===== src/rtl/apb_h264_ctrl_regs.sv =====
// APB3 control/status register bank for the H.264 encoder (FIC3 slave slot 1).
// Fixed one-wait-state access; sticky maskable frame-done interrupt and frame counter.
module apb_h264_ctrl_regs #(
    parameter int unsigned ADDR_LSB_W   = 8,
    parameter logic [31:0] VERSION      = 32'h0001_0000,
    parameter logic [5:0]  QP_DEFAULT   = 6'd28,
    parameter logic [15:0] HRES_DEFAULT = 16'd1920,
    parameter logic [15:0] VRES_DEFAULT = 16'd1080
) (
    input  logic        PCLK,
    input  logic        PRESET,
    input  logic [31:0] PADDRS,
    input  logic        PSELS1,
    input  logic        PENABLES,
    input  logic        PWRITES,
    input  logic [31:0] PWDATAS,
    output logic [31:0] PRDATAS1,
    output logic        PREADYS1,
    output logic        PSLVERRS1,
    input  logic        frame_done_i,
    input  logic        enc_busy_i,
    output logic        enc_en_o,
    output logic        soft_rst_o,
    output logic [5:0]  qp_o,
    output logic [15:0] hres_o,
    output logic [15:0] vres_o,
    output logic        irq_o
);

    typedef enum logic {
        IDLE,
        DONE
    } state_t;

    state_t                state;
    logic                  wr_q;
    logic                  err_q;
    logic [2:0]            sel_q;
    logic [31:0]           wdata_q;
    logic [1:0]            irq_status;
    logic [1:0]            irq_en;
    logic [31:0]           frame_cnt;

    logic [ADDR_LSB_W-3:0] idx;
    logic [2:0]            reg_sel;
    logic                  mapped;
    logic                  acc_err;
    logic [31:0]           rd_mux;
    logic                  commit;
    logic                  wr_ctrl, wr_qp, wr_res, wr_irq_st, wr_irq_en, wr_fcnt;
    logic [1:0]            irq_clr;
    logic [1:0]            irq_set;
    logic                  unused_addr_bits;

    assign idx              = PADDRS[ADDR_LSB_W-1:2];
    assign reg_sel          = idx[2:0];
    assign mapped           = ((idx >> 3) == '0);
    assign unused_addr_bits = ^{PADDRS[31:ADDR_LSB_W], PADDRS[1:0]};

    always_comb begin
        acc_err = !mapped;
        if (PWRITES && (reg_sel == 3'd3 || reg_sel == 3'd7))
            acc_err = 1'b1;
    end

    always_comb begin
        rd_mux = '0;
        case (reg_sel)
            3'd0: rd_mux = {31'd0, enc_en_o};
            3'd1: rd_mux = {26'd0, qp_o};
            3'd2: rd_mux = {vres_o, hres_o};
            3'd3: rd_mux = {31'd0, enc_busy_i};
            3'd4: rd_mux = {30'd0, irq_status};
            3'd5: rd_mux = {30'd0, irq_en};
            3'd6: rd_mux = frame_cnt;
            3'd7: rd_mux = VERSION;
            default: rd_mux = '0;
        endcase
    end

    always_comb begin
        commit    = (state == DONE) && wr_q && !err_q;
        wr_ctrl   = commit && (sel_q == 3'd0);
        wr_qp     = commit && (sel_q == 3'd1);
        wr_res    = commit && (sel_q == 3'd2);
        wr_irq_st = commit && (sel_q == 3'd4);
        wr_irq_en = commit && (sel_q == 3'd5);
        wr_fcnt   = commit && (sel_q == 3'd6);
        irq_clr   = wr_irq_st ? wdata_q[1:0] : 2'b00;
        irq_set   = {frame_done_i & irq_status[0], frame_done_i};
    end

    // The first ACCESS cycle (IDLE with PSEL&PENABLE) is the wait state: decode is
    // registered at its end so PREADY rises on the 2nd cycle, and DONE commits the write.
    always_ff @(posedge PCLK) begin
        if (PRESET) begin
            state      <= IDLE;
            PRDATAS1   <= '0;
            PREADYS1   <= 1'b0;
            PSLVERRS1  <= 1'b0;
            wr_q       <= 1'b0;
            err_q      <= 1'b0;
            sel_q      <= '0;
            wdata_q    <= '0;
            enc_en_o   <= 1'b0;
            soft_rst_o <= 1'b0;
            qp_o       <= QP_DEFAULT;
            hres_o     <= HRES_DEFAULT;
            vres_o     <= VRES_DEFAULT;
            irq_status <= '0;
            irq_en     <= '0;
            frame_cnt  <= '0;
            irq_o      <= 1'b0;
        end else begin
            soft_rst_o <= 1'b0;
            case (state)
                IDLE: begin
                    if (PSELS1 && PENABLES) begin
                        state     <= DONE;
                        PREADYS1  <= 1'b1;
                        PSLVERRS1 <= acc_err;
                        PRDATAS1  <= (PWRITES || acc_err) ? '0 : rd_mux;
                        wr_q      <= PWRITES;
                        err_q     <= acc_err;
                        sel_q     <= reg_sel;
                        wdata_q   <= PWDATAS;
                    end
                end
                DONE: begin
                    state     <= IDLE;
                    PREADYS1  <= 1'b0;
                    PSLVERRS1 <= 1'b0;
                    PRDATAS1  <= '0;
                end
                default: state <= IDLE;
            endcase

            if (wr_ctrl) begin
                enc_en_o   <= wdata_q[1] ? 1'b0 : wdata_q[0];
                soft_rst_o <= wdata_q[1];
            end
            if (wr_qp)
                qp_o <= (wdata_q > 32'd51) ? 6'd51 : wdata_q[5:0];
            if (wr_res) begin
                hres_o <= wdata_q[15:0];
                vres_o <= wdata_q[31:16];
            end
            if (wr_irq_en)
                irq_en <= wdata_q[1:0];

            irq_status <= (irq_status & ~irq_clr) | irq_set;

            if (wr_fcnt)
                frame_cnt <= frame_done_i ? 32'd1 : 32'd0;
            else if (frame_done_i)
                frame_cnt <= frame_cnt + 32'd1;

            irq_o <= |(irq_status & irq_en);
        end
    end

endmodule


===== config.mk =====
export PLATFORM = sky130hd
export DESIGN_NAME = apb_h264_ctrl_regs
export DESIGN_NICKNAME = d
export VERILOG_FILES = /design/src/rtl/apb_h264_ctrl_regs.sv
export SDC_FILE = /design/constraint.sdc
export NUM_CORES = 1
export LEC_CHECK = 0
export CORE_MARGIN = 2
export CORE_UTILIZATION = 40
export DETAILED_ROUTE_END_ITERATION = 12
export GPL_TIMING_DRIVEN = 0
export PLACE_DENSITY = 0.74
export SLEW_MARGIN = 20
export SYNTH_ARGS = -nofsm -noshare
export SYNTH_HDL_FRONTEND = slang
export SYNTH_SLANG_ARGS = --single-unit

===== constraint.sdc =====
create_clock -name PCLK -period 2.6 [get_ports PCLK]
set_input_delay 0.52 -clock PCLK [delete_from_list [all_inputs] [get_ports PCLK]]
set_output_delay 0.52 -clock PCLK [all_outputs]
set_load 0.03 [all_outputs]

==> flow_summary.yaml <==
finish:
  final_net_count: 967
  num_antenna_cells: 0
  finalInstanceArea_mm2: 0.00832
  layout-drive-gt1-share_pct: 5.29
  areaGrowthSynthToFinish_pct: 32.6
  fillers: 1444
logic_synthesis:
  seq_area_frac_synth_pct: 47.6
  syn_avg_cell_area_um2: 8.26
  yosysMostFrequentCell: "nand2_1"
  synth_top_area_cell: "dfxtp_1"
  syn_area_mm2: 0.00627
  synth_top_cells_by_count: "nand2_1 (162), dfxtp_1 (149), a21oi_1 (100)"
  yosysUniqueCellTypes: 56
  synth_top_area_share_pct: 47.6
  synth-edff-count: 0
  synth_fp_nets: 831
  ys_seq_elements: 149
  postSynthCellCount: 759
  synth.area.top_cells: "dfxtp_1 (48%), nand2_1 (9.7%), a21oi_1 (8.0%), a22o_1 (3.4%), nor2_1 (3.2%)"
  synth_ff_type: "dfxtp_1"
  synthArstFlopShare_pct: 0
  ys_warn_count: 0
die:
  die-area_mm2: 0.0167
  io_pins: 146
  rows: 45
  dieWidth_um: 129
  die_h_um: 129
  core_mm2: 0.0153
  initial_utilization_pct: 41.1
worst_setup_path:
  start_kind: "input pin"
  slowest_delay_ps: 630
  end_kind: "register"
  cp_cell_sequence: "clkdlybuf4s50_1 -> or4_1 -> nor3_1 -> clkbuf_1 -> a22oi_1 -> nor2_1"
  required_ps: 2970
  slowest_stage: "or4_1"
  worstPathMaxFanout: 10
  path_class: "input pin to register"
  worstPathArrival_ps: 2780
place:
  dp_hpwl_um: 14100
  portBuffers: 117
  dpl_worst_slack_ps: -312
  placed_area_mm2: 0.00771
  gp_congestion: 0.913
timing:
  max_freq_mhz: 415
  finalCriticalPeriod_ps: 2410
  worstMarginPinSlew_ps: 786
  drv_slew: 0
  skew_ps: 8.46
  max_slew_margin_pct: 47.6
  fin_crit_sh_pct: 92.6
  rsz0062_at_grt: "false"
  worst_hold_slack_ps: 354
  setup_ws_ps: 193
  finalSetupViolCount: 0
  hold_viol_final: 0
grt:
  antenna_found_initial: 0
  overflow: 0
  grt_max_degree: 17
  grt_pass1_vias: 5454
  track_usage_pct: 23.1
  grt_pass1_wl_um: 29500
detailed_routing:
  wire_per_inst_um: 17.1
  routed_wl_um: 19200
  first_pass_iters: 5
  drc: 0
  num_vias: 6109
  vias_per_cell: 5.46
  drt-initial-drc-count: 567
  postRouteAntennaNets: 0
cts:
  cts_sinks: 149
  clk_pin_slew_worst_paths_ps: 60
  cts_hold_buf: 0
  cts_tree: "built"
  cts_made_buffers: 17
  clkLatencyLatePin_ps: 440
  clock_path_buffers: 2
  htreeDepth: 4
  cts_root_buf: "clkbuf_16"
pwr:
  vdd_drop_max_mv: 0.496
  static-leakage-power_nw: 2.79
  power_density_mw_per_mm2: 627
job:
  cap_violations: 0
status:
  outcome: "completed"
worst_hold_path:
  worstHoldPathType: "input pin to register"
==> report_power, final <==
| part | switching (W) | leakage [nW] | internal, W |
|---|---|---|---|
| clock network | 0.00102 | 0.296 | 0.00152 |
| registers | 0.0000355 | 1.21 | 0.00232 |
| logic | 0.000192 | 1.29 | 0.000129 |
| total | 0.00124 | 2.79 | 0.00397 |
==> final timing paths <==
kind,slack (ps),startpoint,to,cells past startpoint
min reg2reg,450,PRDATAS1[3],PRDATAS1[3],2
max,190,PWRITES,PRDATAS1[11],6
max reg2reg,470,frame_cnt[12],frame_cnt[31],5
min,350,frame_done_i,irq_status[0],3
==> through the flow <==
step	setup TNS, ps	power [W]	instances	utilization (%)
2_1_floorplan	0	0.00257	759	-
5_1_grt	0	0.00535	1119	54.5
3_3_place_gp	-6940	0.00272	1087	50.5
4_1_cts	0	0.00522	1119	54.5
6_report	0	0.00521	1119	54.5
3_5_place_dp	-7170	0.00272	1087	50.5
==> sequential cells by signal (all words and copies together) (netlist names), 2 cells and up <==
| name | count |
|---|---|
| vres_o | 16 |
| irq_status | 2 |
| qp_o | 6 |
| frame_cnt | 32 |
| wdata_q | 32 |
| irq_en | 2 |
| sel_q | 3 |
| hres_o | 16 |
| PRDATAS1 | 32 |
==> cells in the final DEF, fill, tap and decap left out, types with 4 or more instances in the layout <==
cell and instances:
and3_1 4, clkbuf_1 45, a22o_1 24, nor4_1 11
and2_0 4, or4_1 17, xnor2_1 4, clkbuf_16 17
and4_1 4, nand3_1 15, nand3b_1 19, o31ai_1 17
a21oi_1 100, xor2_1 7, dfxtp_1 149, nand4_1 12
clkdlybuf4s50_1 117, o21ai_0 15, nand2_1 162, a22oi_1 26
nand2b_1 5, mux2i_1 6, nor2_1 54, inv_6 5
nor3_1 9
==> timing repair <==
item,in CTS,in global routing
setup endpoints to repair,0,1
resized for setup,0,4
buffers inserted,0,0
hold endpoints to repair,0,0
==> worst max-delay path, delay by kind of cell <==
| family | cells | cell delay (ps) |
|---|---|---|
| buffers and inverters | 2 | 940 |
| and+or+nand+nor | 3 | 1160 |
| AOI/OAI and AO/OA | 1 | 140 |
==> cells by family (layout without fill, tap and decap cells) <==
family | count (synthesis) | in the layout | share of synthesized area [%]
and+or+nand+nor | 339 | 339 | 26.4
DFF | 149 | 149 | 47.6
muxes | 6 | 6 | 0.958
AOI/OAI and AO/OA | 196 | 196 | 19.5
buffers and inverters | 57 | 206 | 3.77
xor gates and xnor gates | 11 | 11 | 1.54
adders and majority gates | 1 | 1 | 0.199
==> final cells by class <==
cell class	count	area (µm²)	area share [%]
clock buffer	18	429	5.16
inverter	2	7.51	0.0903
multi-input combinational	553	3060	36.8
sequential	149	2980	35.9
timing repair buffer	117	1170	14.1
clock inverter	14	174	2.09
buffer	55	231	2.78
tap	211	264	3.17
==> per-layer routing <==
layer,part of all wire (%),up-vias,global-route usage [%]
met5,0,-,0
met4,1.4,0,7.23
met1,45,2831,30.7
met3,6.6,30,4.58
met2,47,253,38.0
li1,-,2995,-
(Power assumes the default switching activity.)
